<file path="config.mk">
export PLATFORM = sky130hd
export DESIGN_NAME = length_accumulator_pipe_flat
export DESIGN_NICKNAME = d
export VERILOG_FILES = /design/src/rtl/length_accumulator_pipe_if.sv /design/src/rtl/length_accumulator_pipe.sv /design/src/flat_wrapper.sv
export SDC_FILE = /design/constraint.sdc
export NUM_CORES = 1
export LEC_CHECK = 0
export CAP_MARGIN = 20
export CORE_MARGIN = 2
export CORE_UTILIZATION = 50
export CTS_CLUSTER_DIAMETER = 120
export CTS_CLUSTER_SIZE = 40
export DETAILED_ROUTE_END_ITERATION = 8
export GPL_TIMING_DRIVEN = 1
export MAX_ROUTING_LAYER = met4
export PLACE_DENSITY_LB_ADDON = 0.25
export SLEW_MARGIN = 10
export SYNTH_ARGS = -nofsm -noshare
export SYNTH_HDL_FRONTEND = slang
export SYNTH_SLANG_ARGS = --single-unit
</file>
<file path="constraint.sdc">
create_clock -name i_clk -period 8.27 [get_ports i_clk]
set_input_delay 2.481 -clock i_clk [delete_from_list [all_inputs] [get_ports i_clk]]
set_output_delay 2.481 -clock i_clk [all_outputs]
set_load 0.01 [all_outputs]
</file>
<file path="src/rtl/length_accumulator_pipe_if.sv">
// Token-in / packing-record-out bundle for the length accumulator.
// The DUT takes the slave view, the producer/consumer pair the master view.
interface length_accumulator_pipe_if #(
  parameter int WORD_SIZE = 64,
  parameter int LEN_W     = 7,
  parameter int TOT_W     = 16,
  parameter int CNT_W     = 8
);
  localparam int SHW = $clog2(WORD_SIZE);

  logic             i_valid;
  logic             o_ready;
  logic [LEN_W-1:0] i_length;
  logic             i_last;
  logic             o_valid;
  logic             i_ready;
  logic             o_store_flag;
  logic [SHW-1:0]   o_shift_amount;
  logic             o_send_back;
  logic             o_pad;
  logic [SHW:0]     o_pad_bits;
  logic             o_line_done;
  logic [TOT_W-1:0] o_line_bits;
  logic [CNT_W-1:0] o_word_count;
  logic             o_err;

  modport slave (
    input  i_valid, i_length, i_last, i_ready,
    output o_ready, o_valid, o_store_flag, o_shift_amount,
    output o_send_back, o_pad, o_pad_bits, o_line_done,
    output o_line_bits, o_word_count, o_err
  );

  modport master (
    output i_valid, i_length, i_last, i_ready,
    input  o_ready, o_valid, o_store_flag, o_shift_amount,
    input  o_send_back, o_pad, o_pad_bits, o_line_done,
    input  o_line_bits, o_word_count, o_err
  );
endinterface

</file>
<file path="src/rtl/length_accumulator_pipe.sv">
// Tracks word and line fill for a stream of code lengths and emits
// registered store/shift/send-back records, padding lines to a word.
module length_accumulator_pipe #(
  parameter int WORD_SIZE = 64,
  parameter int LINE_SIZE = 128,
  parameter int LEN_W     = 7,
  parameter int TOT_W     = 16,
  parameter int CNT_W     = 8
) (
  input  logic i_clk,
  input  logic i_reset,
  length_accumulator_pipe_if.slave bus
);
  localparam int SHW  = $clog2(WORD_SIZE);
  localparam int MAXV = (WORD_SIZE > LINE_SIZE) ? WORD_SIZE : LINE_SIZE;
  localparam int SW   = $clog2(MAXV + WORD_SIZE + 1) + 1;

  localparam logic [LEN_W-1:0] W_LEN  = LEN_W'(WORD_SIZE);
  localparam logic [SHW:0]     W_BITS = (SHW+1)'(WORD_SIZE);
  localparam logic [SW-1:0]    LINE_S = SW'(LINE_SIZE);

  typedef enum logic {ACCUM, FLUSH} state_t;

  state_t           state_q, state_d;
  logic [SHW-1:0]   part_q, part_d;
  logic [SW-1:0]    tot_q, tot_d;
  logic [TOT_W-1:0] lbits_q, lbits_d;
  logic [CNT_W-1:0] wcnt_q, wcnt_d;
  logic             err_q, err_d;

  logic             vld_q, vld_d;
  logic             store_q, store_d;
  logic [SHW-1:0]   shift_q, shift_d;
  logic             sb_q, sb_d;
  logic             pad_q, pad_d;
  logic [SHW:0]     padb_q, padb_d;
  logic             done_q, done_d;
  logic [TOT_W-1:0] obits_q, obits_d;
  logic [CNT_W-1:0] ocnt_q, ocnt_d;

  logic             ready_c, take, flush_go, too_long;
  logic [SHW:0]     len_c, np, pb;
  logic [SHW-1:0]   sh;
  logic             st, sb, psb;
  logic [SW-1:0]    nt, ntot;
  logic [TOT_W:0]   lsum;
  logic [TOT_W-1:0] lsat;
  logic [CNT_W-1:0] winc, wnext;

  assign ready_c = !i_reset && (state_q == ACCUM) && (!vld_q || bus.i_ready);
  assign take     = bus.i_valid && ready_c;
  assign flush_go = (state_q == FLUSH) && (!vld_q || bus.i_ready);

  always_comb begin
    state_d  = state_q;
    part_d   = part_q;
    tot_d    = tot_q;
    lbits_d  = lbits_q;
    wcnt_d   = wcnt_q;
    err_d    = err_q;
    vld_d    = vld_q;
    store_d  = store_q;
    shift_d  = shift_q;
    sb_d     = sb_q;
    pad_d    = pad_q;
    padb_d   = padb_q;
    done_d   = done_q;
    obits_d  = obits_q;
    ocnt_d   = ocnt_q;

    // Over-long codes are clamped to a full word.
    too_long = bus.i_length > W_LEN;
    len_c    = too_long ? W_BITS : bus.i_length[SHW:0];
    np       = {1'b0, part_q} + len_c;
    st       = np[SHW];
    sh       = np[SHW-1:0];
    nt       = tot_q + SW'(len_c);
    sb       = nt >= LINE_S;
    ntot     = sb ? nt - LINE_S : nt;
    lsum     = {1'b0, lbits_q} + (TOT_W+1)'(len_c);
    lsat     = lsum[TOT_W] ? '1 : lsum[TOT_W-1:0];
    winc     = (&wcnt_q) ? wcnt_q : wcnt_q + 1'b1;
    wnext    = st ? winc : wcnt_q;
    pb       = W_BITS - {1'b0, part_q};
    psb      = (tot_q + SW'(pb)) >= LINE_S;

    if (vld_q && bus.i_ready) vld_d = 1'b0;

    unique case (1'b1)
      take: begin
        err_d   = err_q | too_long;
        vld_d   = 1'b1;
        store_d = st;
        shift_d = sh;
        sb_d    = sb;
        pad_d   = 1'b0;
        padb_d  = '0;
        done_d  = 1'b0;
        obits_d = lsat;
        ocnt_d  = wnext;
        part_d  = sh;
        tot_d   = ntot;
        lbits_d = lsat;
        wcnt_d  = wnext;
        if (bus.i_last && sh == '0) begin
          done_d  = 1'b1;
          part_d  = '0;
          tot_d   = '0;
          lbits_d = '0;
          wcnt_d  = '0;
        end else if (bus.i_last) begin
          state_d = FLUSH;
        end
      end
      flush_go: begin
        vld_d   = 1'b1;
        store_d = 1'b1;
        shift_d = '0;
        sb_d    = psb;
        pad_d   = 1'b1;
        padb_d  = pb;
        done_d  = 1'b1;
        obits_d = lbits_q;
        ocnt_d  = winc;
        part_d  = '0;
        tot_d   = '0;
        lbits_d = '0;
        wcnt_d  = '0;
        state_d = ACCUM;
      end
      default: ;
    endcase
  end

  always_ff @(posedge i_clk or posedge i_reset) begin
    if (i_reset) begin
      state_q <= ACCUM;
      part_q  <= '0;
      tot_q   <= '0;
      lbits_q <= '0;
      wcnt_q  <= '0;
      err_q   <= 1'b0;
      vld_q   <= 1'b0;
      store_q <= 1'b0;
      shift_q <= '0;
      sb_q    <= 1'b0;
      pad_q   <= 1'b0;
      padb_q  <= '0;
      done_q  <= 1'b0;
      obits_q <= '0;
      ocnt_q  <= '0;
    end else begin
      state_q <= state_d;
      part_q  <= part_d;
      tot_q   <= tot_d;
      lbits_q <= lbits_d;
      wcnt_q  <= wcnt_d;
      err_q   <= err_d;
      vld_q   <= vld_d;
      store_q <= store_d;
      shift_q <= shift_d;
      sb_q    <= sb_d;
      pad_q   <= pad_d;
      padb_q  <= padb_d;
      done_q  <= done_d;
      obits_q <= obits_d;
      ocnt_q  <= ocnt_d;
    end
  end

  assign bus.o_ready        = ready_c;
  assign bus.o_valid        = vld_q;
  assign bus.o_store_flag   = store_q;
  assign bus.o_shift_amount = shift_q;
  assign bus.o_send_back    = sb_q;
  assign bus.o_pad          = pad_q;
  assign bus.o_pad_bits     = padb_q;
  assign bus.o_line_done    = done_q;
  assign bus.o_line_bits    = obits_q;
  assign bus.o_word_count   = ocnt_q;
  assign bus.o_err          = err_q;
endmodule

</file>
<file path="src/flat_wrapper.sv">
// flat-port wrapper written by rule: the top's interface ports become plain ports
module length_accumulator_pipe_flat 
#(
  parameter int WORD_SIZE = 64,
  parameter int LINE_SIZE = 128,
  parameter int LEN_W     = 7,
  parameter int TOT_W     = 16,
  parameter int CNT_W     = 8
)
  (i_clk, i_reset, bus_i_valid, bus_i_length, bus_i_last, bus_i_ready, bus_o_ready, bus_o_valid, bus_o_store_flag, bus_o_shift_amount, bus_o_send_back, bus_o_pad, bus_o_pad_bits, bus_o_line_done, bus_o_line_bits, bus_o_word_count, bus_o_err);
  length_accumulator_pipe_if #(.WORD_SIZE(WORD_SIZE), .LEN_W(LEN_W), .TOT_W(TOT_W), .CNT_W(CNT_W)) bus_i ();
  input  logic i_clk;
  input  logic i_reset;
  input wire logic [$bits(bus_i.i_valid)-1:0] bus_i_valid;
  input wire logic [$bits(bus_i.i_length)-1:0] bus_i_length;
  input wire logic [$bits(bus_i.i_last)-1:0] bus_i_last;
  input wire logic [$bits(bus_i.i_ready)-1:0] bus_i_ready;
  output wire logic [$bits(bus_i.o_ready)-1:0] bus_o_ready;
  output wire logic [$bits(bus_i.o_valid)-1:0] bus_o_valid;
  output wire logic [$bits(bus_i.o_store_flag)-1:0] bus_o_store_flag;
  output wire logic [$bits(bus_i.o_shift_amount)-1:0] bus_o_shift_amount;
  output wire logic [$bits(bus_i.o_send_back)-1:0] bus_o_send_back;
  output wire logic [$bits(bus_i.o_pad)-1:0] bus_o_pad;
  output wire logic [$bits(bus_i.o_pad_bits)-1:0] bus_o_pad_bits;
  output wire logic [$bits(bus_i.o_line_done)-1:0] bus_o_line_done;
  output wire logic [$bits(bus_i.o_line_bits)-1:0] bus_o_line_bits;
  output wire logic [$bits(bus_i.o_word_count)-1:0] bus_o_word_count;
  output wire logic [$bits(bus_i.o_err)-1:0] bus_o_err;
  assign bus_i.i_valid = bus_i_valid;
  assign bus_i.i_length = bus_i_length;
  assign bus_i.i_last = bus_i_last;
  assign bus_i.i_ready = bus_i_ready;
  assign bus_o_ready = bus_i.o_ready;
  assign bus_o_valid = bus_i.o_valid;
  assign bus_o_store_flag = bus_i.o_store_flag;
  assign bus_o_shift_amount = bus_i.o_shift_amount;
  assign bus_o_send_back = bus_i.o_send_back;
  assign bus_o_pad = bus_i.o_pad;
  assign bus_o_pad_bits = bus_i.o_pad_bits;
  assign bus_o_line_done = bus_i.o_line_done;
  assign bus_o_line_bits = bus_i.o_line_bits;
  assign bus_o_word_count = bus_i.o_word_count;
  assign bus_o_err = bus_i.o_err;
  length_accumulator_pipe #(.WORD_SIZE(WORD_SIZE), .LINE_SIZE(LINE_SIZE), .LEN_W(LEN_W), .TOT_W(TOT_W), .CNT_W(CNT_W)) u_core (.i_clk(i_clk), .i_reset(i_reset), .bus(bus_i));
endmodule
</file>
* After elaboration in Yosys (flattened, before gate mapping)
Cells that the tools add are included.
** Word-level totals
- Register bits after elaboration :: 83
- Output and inout port bits :: 44
- Bits in read-only memories :: 0
- Input port bits :: 12
- Memories kept :: 0
- Word-level logic and storage cells :: 71
- RAM bits :: 0
- Latch bits :: 0
** Cells by class
- Magnitude comparators :: 3
- Divide/modulo/power cells :: 0
- Shift-type cells :: 0
- Bitwise operators :: 2
- Eq/ne operators :: 2
- Multiply operators :: 0
- Reductions and logical operators :: 15
- Multiplexer cells :: 27
- $add $sub $neg :: 7
** Operators by type and width (number)
- 16-bit one-hot mux with 2 select lines :: 2
- 16-bit 2-to-1 mux :: 2
- 8-bit one-hot mux with 2 select lines :: 2
- 8-bit 2-to-1 mux :: 3
- 6-bit one-hot mux with 2 select lines :: 2
- 9-bit by 7-bit adder with 9-bit output :: 2
- 9-bit by 8-bit greater-or-equal comparator with 1-bit output (second input constant) :: 2
- 9-bit 2-to-1 mux :: 2
- 9-bit one-hot mux with 2 select lines :: 1
- 16-bit by 7-bit adder with 17-bit output :: 1
- 7-bit one-hot mux with 2 select lines :: 1
- 1-bit one-hot mux with 2 select lines :: 5
- 9-bit by 8-bit subtractor with 9-bit output (second input constant) :: 1
- 8-bit by 1-bit adder with 8-bit output (second input constant) :: 1
- 8-bit AND reduction :: 1
- 6-bit by 7-bit adder with 7-bit output :: 1
- 7-bit > comparator (second input constant) :: 1
- 7-bit 2-to-1 mux :: 1
- 7-bit by 6-bit subtractor with 7-bit output (first input constant) :: 1
- 1-bit logical AND :: 6
- 6-bit zero test :: 1
- 6-bit 2-to-1 mux :: 1
- 1-bit 2-to-1 mux :: 5
- 2-bit != test (second input constant) :: 2
- 7 further kinds :: 9

* Logic depth before layout (Yosys ltp)
Gate-level depths: netlist of run 1.
- Depth after elaboration :: 7
- Mapped depth :: 11
- Gate-level depth less buffers :: 11

* Worst setup path before layout of run 1
Ideal clock, no wire load.
- Path type :: input-to-output
- Start :: in bus_i_ready
- End :: out bus_o_ready
- Data arrival time :: 2.916 ns
- Path buffers :: 1
- Required time :: 5.789 ns
- Setup slack :: 2.873 ns
- Stages on the path :: 3
- Cell sequence :: nor2b_1 -> clkbuf_1 -> nor3_1
** Between the ends
- Cells in the longest elaborated chain, start to end :: 2
** RTL lines
- start: declaration :: line flat_wrapper.sv:17 : input wire logic [$bits(bus_i.i_ready)-1:0] bus_i_ready;
- 1-bit logical OR :: line length_accumulator_pipe.sv:50 : assign ready_c = !i_reset && (state_q == ACCUM) && (!vld_q || bus.i_ready);
- 1-bit logical AND :: line length_accumulator_pipe.sv:50
- end: declaration :: line flat_wrapper.sv:18 : output wire logic [$bits(bus_i.o_ready)-1:0] bus_o_ready;
Every way passes these cells.

* Worst setup path in the final report of run 1
Ends and elaborated chain as after synthesis.

==> results of run 1 <==
## registers in the layout (all words and copies together), names as in the netlist
name / flops
u_core.bus.o_line_bits: 16
u_core.lbits_q: 16
u_core.tot_q: 9
u_core.bus.o_word_count: 8
u_core.wcnt_q: 8
u_core.bus.o_pad_bits: 7
u_core.bus.o_shift_amount: 6
u_core.part_q: 6
u_core.bus.o_err: 1
u_core.bus.o_line_done: 1
u_core.bus.o_pad: 1
u_core.bus.o_send_back: 1
u_core.bus.o_store_flag: 1
u_core.bus.o_valid: 1
u_core.state_q: 1
## power groups by stage
stage	Combinational (mW)	Sequential, mW	Clock [mW]
3_5_place_dp	0.972	0.636	0
5_1_grt	1.10	0.644	0.342
3_3_place_gp	0.934	0.631	0
2_1_floorplan	0.617	0.645	0
6_report	0.984	0.628	0.322
4_1_cts	0.979	0.628	0.326
## Yosys cell counts, types with 3 or more instances
master    number
dfrtp_1       83
nand2_1       56
o21ai_0       54
nor2_1        31
ha_1          29
a21oi_1       28
a22o_1        21
clkbuf_1      21
nor3_1        16
inv_1         15
xnor2_1       15
a21o_1        13
a211oi_1      11
a31oi_1       10
nand3_1        9
and3_1         8
nand2b_1       8
nor2b_1        8
o31ai_1        8
a22oi_1        6
o21a_1         6
nor4_1         5
o21ai_1        5
o22ai_1        5
xor2_1         5
fa_1           4
mux2i_1        4
nand4_1        4
o22a_1         4
or2_2          4
mux2_2         3
nor3b_1        3
o41ai_1        3
or3_1          3
## per-stage QoR
stage / setup WS [ps] / util (%) / power [mW]
6_report: 1960 / 61.0 / 1.93
3_5_place_dp: 1700 / 58.5 / 1.61
3_3_place_gp: 1890 / 58.3 / 1.57
5_1_grt: 1830 / 61.0 / 2.08
2_1_floorplan: 2870 / - / 1.26
4_1_cts: 1950 / 60.6 / 1.93
## layer usage
layer,wire (um),up-vias,share of wire (%),track usage [%]
met2,6290,185,48,41.0
met4,240,0,1.8,8.01
met1,5730,2232,44,33.4
li1,-,2098,-,-
met5,0,-,0,-
met3,895,30,6.8,3.70
## critical path, cell delays in order
cell and delay (ps):
clkdlybuf4s50_1 390, nor2b_1 370, nor3_1 90, clkdlybuf4s50_1 490
## worst max path at each step
stage                     cells after the start       startpoint          endpoint
after global placement                       11  bus_i_length[6]  u_core.wcnt_q[2]
after global routing                         11  bus_i_length[6]  u_core.wcnt_q[0]
after detailed placement                     11  bus_i_length[6]  u_core.wcnt_q[2]
final                                         4      bus_i_ready       bus_o_ready
after CTS                                     4      bus_i_ready       bus_o_ready
after floorplan                               3      bus_i_ready       bus_o_ready
## final cells by class
class | instances | area, sq um
multi-input combinational | 418 | 2810
clock buffer | 12 | 135
timing repair buffer | 63 | 638
sequential | 83 | 2080
clock inverter | 4 | 75.1
tap | 133 | 166
inverter | 15 | 57.6
fill | 844 | 3810
## cell families after synthesis
kind of cell | Yosys count | share of synthesized area (%)
AOI/OAI and AO/OA | 193 | 25.9
xor gates and xnor gates | 20 | 3.47
adders and majority gates | 33 | 8.78
buffers and inverters | 40 | 3.22
DFF | 83 | 41.2
muxes | 7 | 1.46
and+or+nand+nor | 165 | 16.0
==> results.toml, run 1 <==
[layout]
n_antenna_cell = 0
post_route_cells_drive_above_1_share_pct = 6.55
design_area_sq_mm = 0.00596
fin_cells = 728
final_common_cell = "dfrtp_1"
mostFrequentLayoutCells = "83 x dfrtp_1, 56 x nand2_1, 55 x clkdlybuf4s50_1"
area_growth_pct = 18.2
fin_nets = 635

[sta]
slew_headroom_pct = 32.9
skew_ps = 12.0
hold_viol = 0
finalCriticalPeriod_ps = 6310
maxSlewViolCount = 0
setup_tns_ps = 0
fmax_mhz = 159
hold_ws_ps = 487
setup_violations = 0
worstMarginPinSlew_ps = 1010
grt_setup_unrepaired = "false"
period_share_pct = 76.3

[placed_design]
post-dp-hpwl_um = 9160
dp.cells = 710
numPortBuffers = 55
postPlaceCellArea_sq_mm = 0.00572
routabilityCongestion = 0.971

[synth]
netlist_area_sq_mm = 0.00504
ys_warn_count = 0
netlist-cell-type-count = 62
synth_area_leaders = "dfrtp_1 41%, ha_1 7.2%, o21ai_0 5.4%, nand2_1 4.2%, a22o_1 3.6%"
yosys_register_bits = 83
async_flop_share_pct = 100
synth_edf_count = 0
ys.flop_type = "dfrtp_1"
yosys.area.top_type = "dfrtp_1"
ys_seq_area_share_pct = 41.2
syn_nets = 586
synthCells = 541
avgSynthCellArea_sq_um = 9.32
netlist.area_leader.share_pct = 41.2

[drt]
wire_per_inst_um = 18.1
drt_wl_total_um = 13200
drc = 0
detail-route-antenna-nets = 0
vias_per_cell = 6.24
via_count = 4545
drt_iter0_drc = 286
drtPass1Iterations = 5

[hold_path]
holdCritPathClass = "register to register"
hold_depth = 2
worst_hold_path.endpoint = "u_core.bus.o_word_count[5]"
min_from = "u_core.bus.o_word_count[5]"

[global_route]
grt_usage_pct = 25.5
grt_pass1_wl_um = 22000
grt_pass1_vias = 4405
antenna_found_initial = 0
grt.overflow.total = 0
grt_start_max_net_pins = 84

[setup_path]
r2r_slack_ps = 4780
critPathArrivalTime_ps = 3830
critPathCaptureType = "primary output"
timing.rr.end = "u_core.wcnt_q[0]"
critPathRequiredTime_ps = 5790
crit_type = "input port to primary output"
critPathLaunchType = "input port"
rr_startpoint = "u_core.part_q[0]"
worst_r2r_path_depth = 9
cp_max_fo = 7

[floorplanning]
initial_core_util_pct = 51.6
core.rowCount = 36
pin_count = 56
die_y_um = 104
die_area_sq_mm = 0.0109
core_area_sq_mm = 0.00977
die_x_um = 104

[pwr]
seqPwrFrac_pct = 32.5
peakVddDrop_mv = 0.181
p_clk_share_pct = 16.7
combPwrFrac_pct = 50.9
internal-power_mw = 1.14
p_per_area_mw_per_mm2 = 324
switching_share_pct = 41.1
p_leak_nw = 2.64
switchingPower_mw = 0.795

[clock_network]
clkLatencyLatePin_ps = 370
cts_buffers = 9
ctsResizeCount = 0
postCtsSetupRepairBufs = 0
htreeDepth = 3
cts_tree = "yes"
cts_num_sinks = 83
cts_hold_buf = 0
cts_root_buffer = "clkbuf_8"
clkTransAtPathRegs_ps = 90
cts_buffer_depth = 2

[run]
cap_viol_max_count = 0

[run_status]
status = "complete, no violations"
No activity file was read; power rests on OpenSTA's default activity.
==> run 2: changes to the inputs <==
Clock period 8.27 ns to 6.2 ns, I/O delays scaled along.
==> results.toml, run 2 (synthesis results as in run 1) <==
[pwr]
p_per_area_mw_per_mm2 = 436
internal-power_mw = 1.52
peakVddDrop_mv = 0.276
switching_share_pct = 41.4
p_leak_nw = 2.65
switchingPower_mw = 1.08
p_clk_share_pct = 16.9
seqPwrFrac_pct = 32.2
combPwrFrac_pct = 50.9

[global_route]
grt_start_max_net_pins = 47
grt.overflow.total = 0
antenna_found_initial = 0
grt_usage_pct = 26.1
grt_pass1_vias = 4326
grt_pass1_wl_um = 22200

[layout]
fin_cells = 729
area_growth_pct = 18.1
n_antenna_cell = 0
fin_nets = 636
finish.utilization_pct = 60.9
final_common_cell = "dfrtp_1"
post_route_cells_drive_above_1_share_pct = 7.05
mostFrequentLayoutCells = "83 x dfrtp_1, 56 x nand2_1, 55 x clkdlybuf4s50_1"
design_area_sq_mm = 0.00596

[floorplanning]
core.rowCount = 36
die_area_sq_mm = 0.0109
core_area_sq_mm = 0.00977
pin_count = 56
die_y_um = 104
die_x_um = 104
initial_core_util_pct = 51.6

[setup_path]
rr_startpoint = "u_core.part_q[0]"
cpMostUsedCell = "inv_1"
critPathArrivalTime_ps = 5480
worst_r2r_path_depth = 9
slowest_stage = "o41ai_2"
timing.rr.end = "u_core.wcnt_q[2]"
critPathTopFamily = "compound AO/OA/AOI/OAI gates"
critPathCaptureType = "register"
r2r_slack_ps = 3120
cpPeakStageDelay_ps = 750
crit_path_cell_trace = "clkdlybuf4s50_1 -> inv_1 -> nand2_1 -> inv_1 -> ha_1 -> a211oi_1 -> nor4_1 -> or3_4 -> o41ai_2 -> o21ai_1 -> a22o_1"
crit_type = "input port to register"
critPathLaunchType = "input port"
cp_max_fo = 10
path_buf_inv = 3
critPathRequiredTime_ps = 6470

[drt]
drtPass1Iterations = 5
detail-route-antenna-nets = 0
drt_iter0_drc = 221
via_count = 4413
vias_per_cell = 6.05
drc = 0
wire_per_inst_um = 18.1
drt_wl_total_um = 13200

[sta]
maxSlewViolCount = 0
slew_headroom_pct = 43.1
period_share_pct = 84.1
setup_tns_ps = 0
setup_slack_ps = 987
hold_viol = 0
finalCriticalPeriod_ps = 5210
fmax_mhz = 192
grt_setup_unrepaired = "false"
worstMarginPinSlew_ps = 853
skew_ps = 9.45
setup_violations = 0

[clock_network]
cts_root_buffer = "clkbuf_8"
htreeDepth = 3
cts_buffers = 9
cts_num_sinks = 83
cts_hold_buf = 0
cts_buffer_depth = 2
clkLatencyLatePin_ps = 380
clkTransAtPathRegs_ps = 90
ctsResizeCount = 0
postCtsSetupRepairBufs = 0
cts_tree = "yes"

[placed_design]
pre_cts_slack_ps = 672
post-dp-hpwl_um = 9360
postPlaceCellArea_sq_mm = 0.00574
dp.cells = 713
numPortBuffers = 55
routabilityCongestion = 0.913

[hold_path]
worst_hold_path.endpoint = "u_core.bus.o_err"
holdCritPathClass = "register to register"
hold_depth = 1
min_from = "u_core.bus.o_err"

[run]
cap_viol_max_count = 0

[run_status]
status = "complete, no violations"
==> run 2: cell count changes in the layout (fill, tap and decap cells not counted) <==
cell,change
buf_4,+2
buf_16,-1
clkbuf_1,-2
clkinvlp_4,-1
clkinv_2,+1
clkinv_4,+2
==> run 2: layer usage <==
layer,vias to the layer above,global-route usage [%],part of all wire (%)
met1,2164,36.9,47
met4,0,8.49,1.6
met5,-,-,0
met2,135,38.6,47
met3,14,4.20,5.1
li1,2100,-,-
==> run 2: cell type report <==
| type | instances | area, sq um |
|---|---|---|
| clock inverter | 6 | 90.1 |
| sequential | 83 | 2080 |
| timing repair buffer | 64 | 626 |
| multi-input combinational | 418 | 2810 |
| tap | 133 | 166 |
| inverter | 15 | 57.6 |
| clock buffer | 10 | 128 |
| fill | 831 | 3820 |
==> run 2: worst register-to-register path, delay by kind of cell (launching register included) <==
family	cells	cell delay [ps]
and+or+nand+nor	1	360
DFF	1	410
buffers and inverters	2	130
muxes	1	250
AOI/OAI and AO/OA	3	1110
adders and majority gates	2	730
==> run 2: per-stage QoR <==
| stage | hold slack [ps] | power (mW) |
|---|---|---|
| after detailed placement | 460 | 2.16 |
| after CTS | 484 | 2.60 |
| after global placement | 447 | 2.11 |
| after global routing | 501 | 2.79 |
| final | 480 | 2.60 |
| after floorplan | 476 | 1.68 |
==> run 2: power by group through the flow <==
stage | sequential [mW] | combinational (mW) | clock (mW)
floorplan | 0.860 | 0.823 | 0
global placement | 0.842 | 1.27 | 0
detailed placement | 0.847 | 1.31 | 0
CTS | 0.837 | 1.32 | 0.446
global route | 0.860 | 1.46 | 0.468
finish | 0.838 | 1.32 | 0.439
==> run 2: worst max path at each step <==
stage	end	cells past startpoint	startpoint
6_report	u_core.wcnt_q[2]	11	bus_i_length[6]
5_1_grt	u_core.wcnt_q[7]	11	bus_i_length[6]
4_1_cts	u_core.wcnt_q[2]	11	bus_i_length[6]
3_5_place_dp	u_core.wcnt_q[2]	11	bus_i_length[6]
3_3_place_gp	u_core.lbits_q[13]	12	bus_i_length[6]
2_1_floorplan	u_core.lbits_q[8]	11	bus_i_length[6]
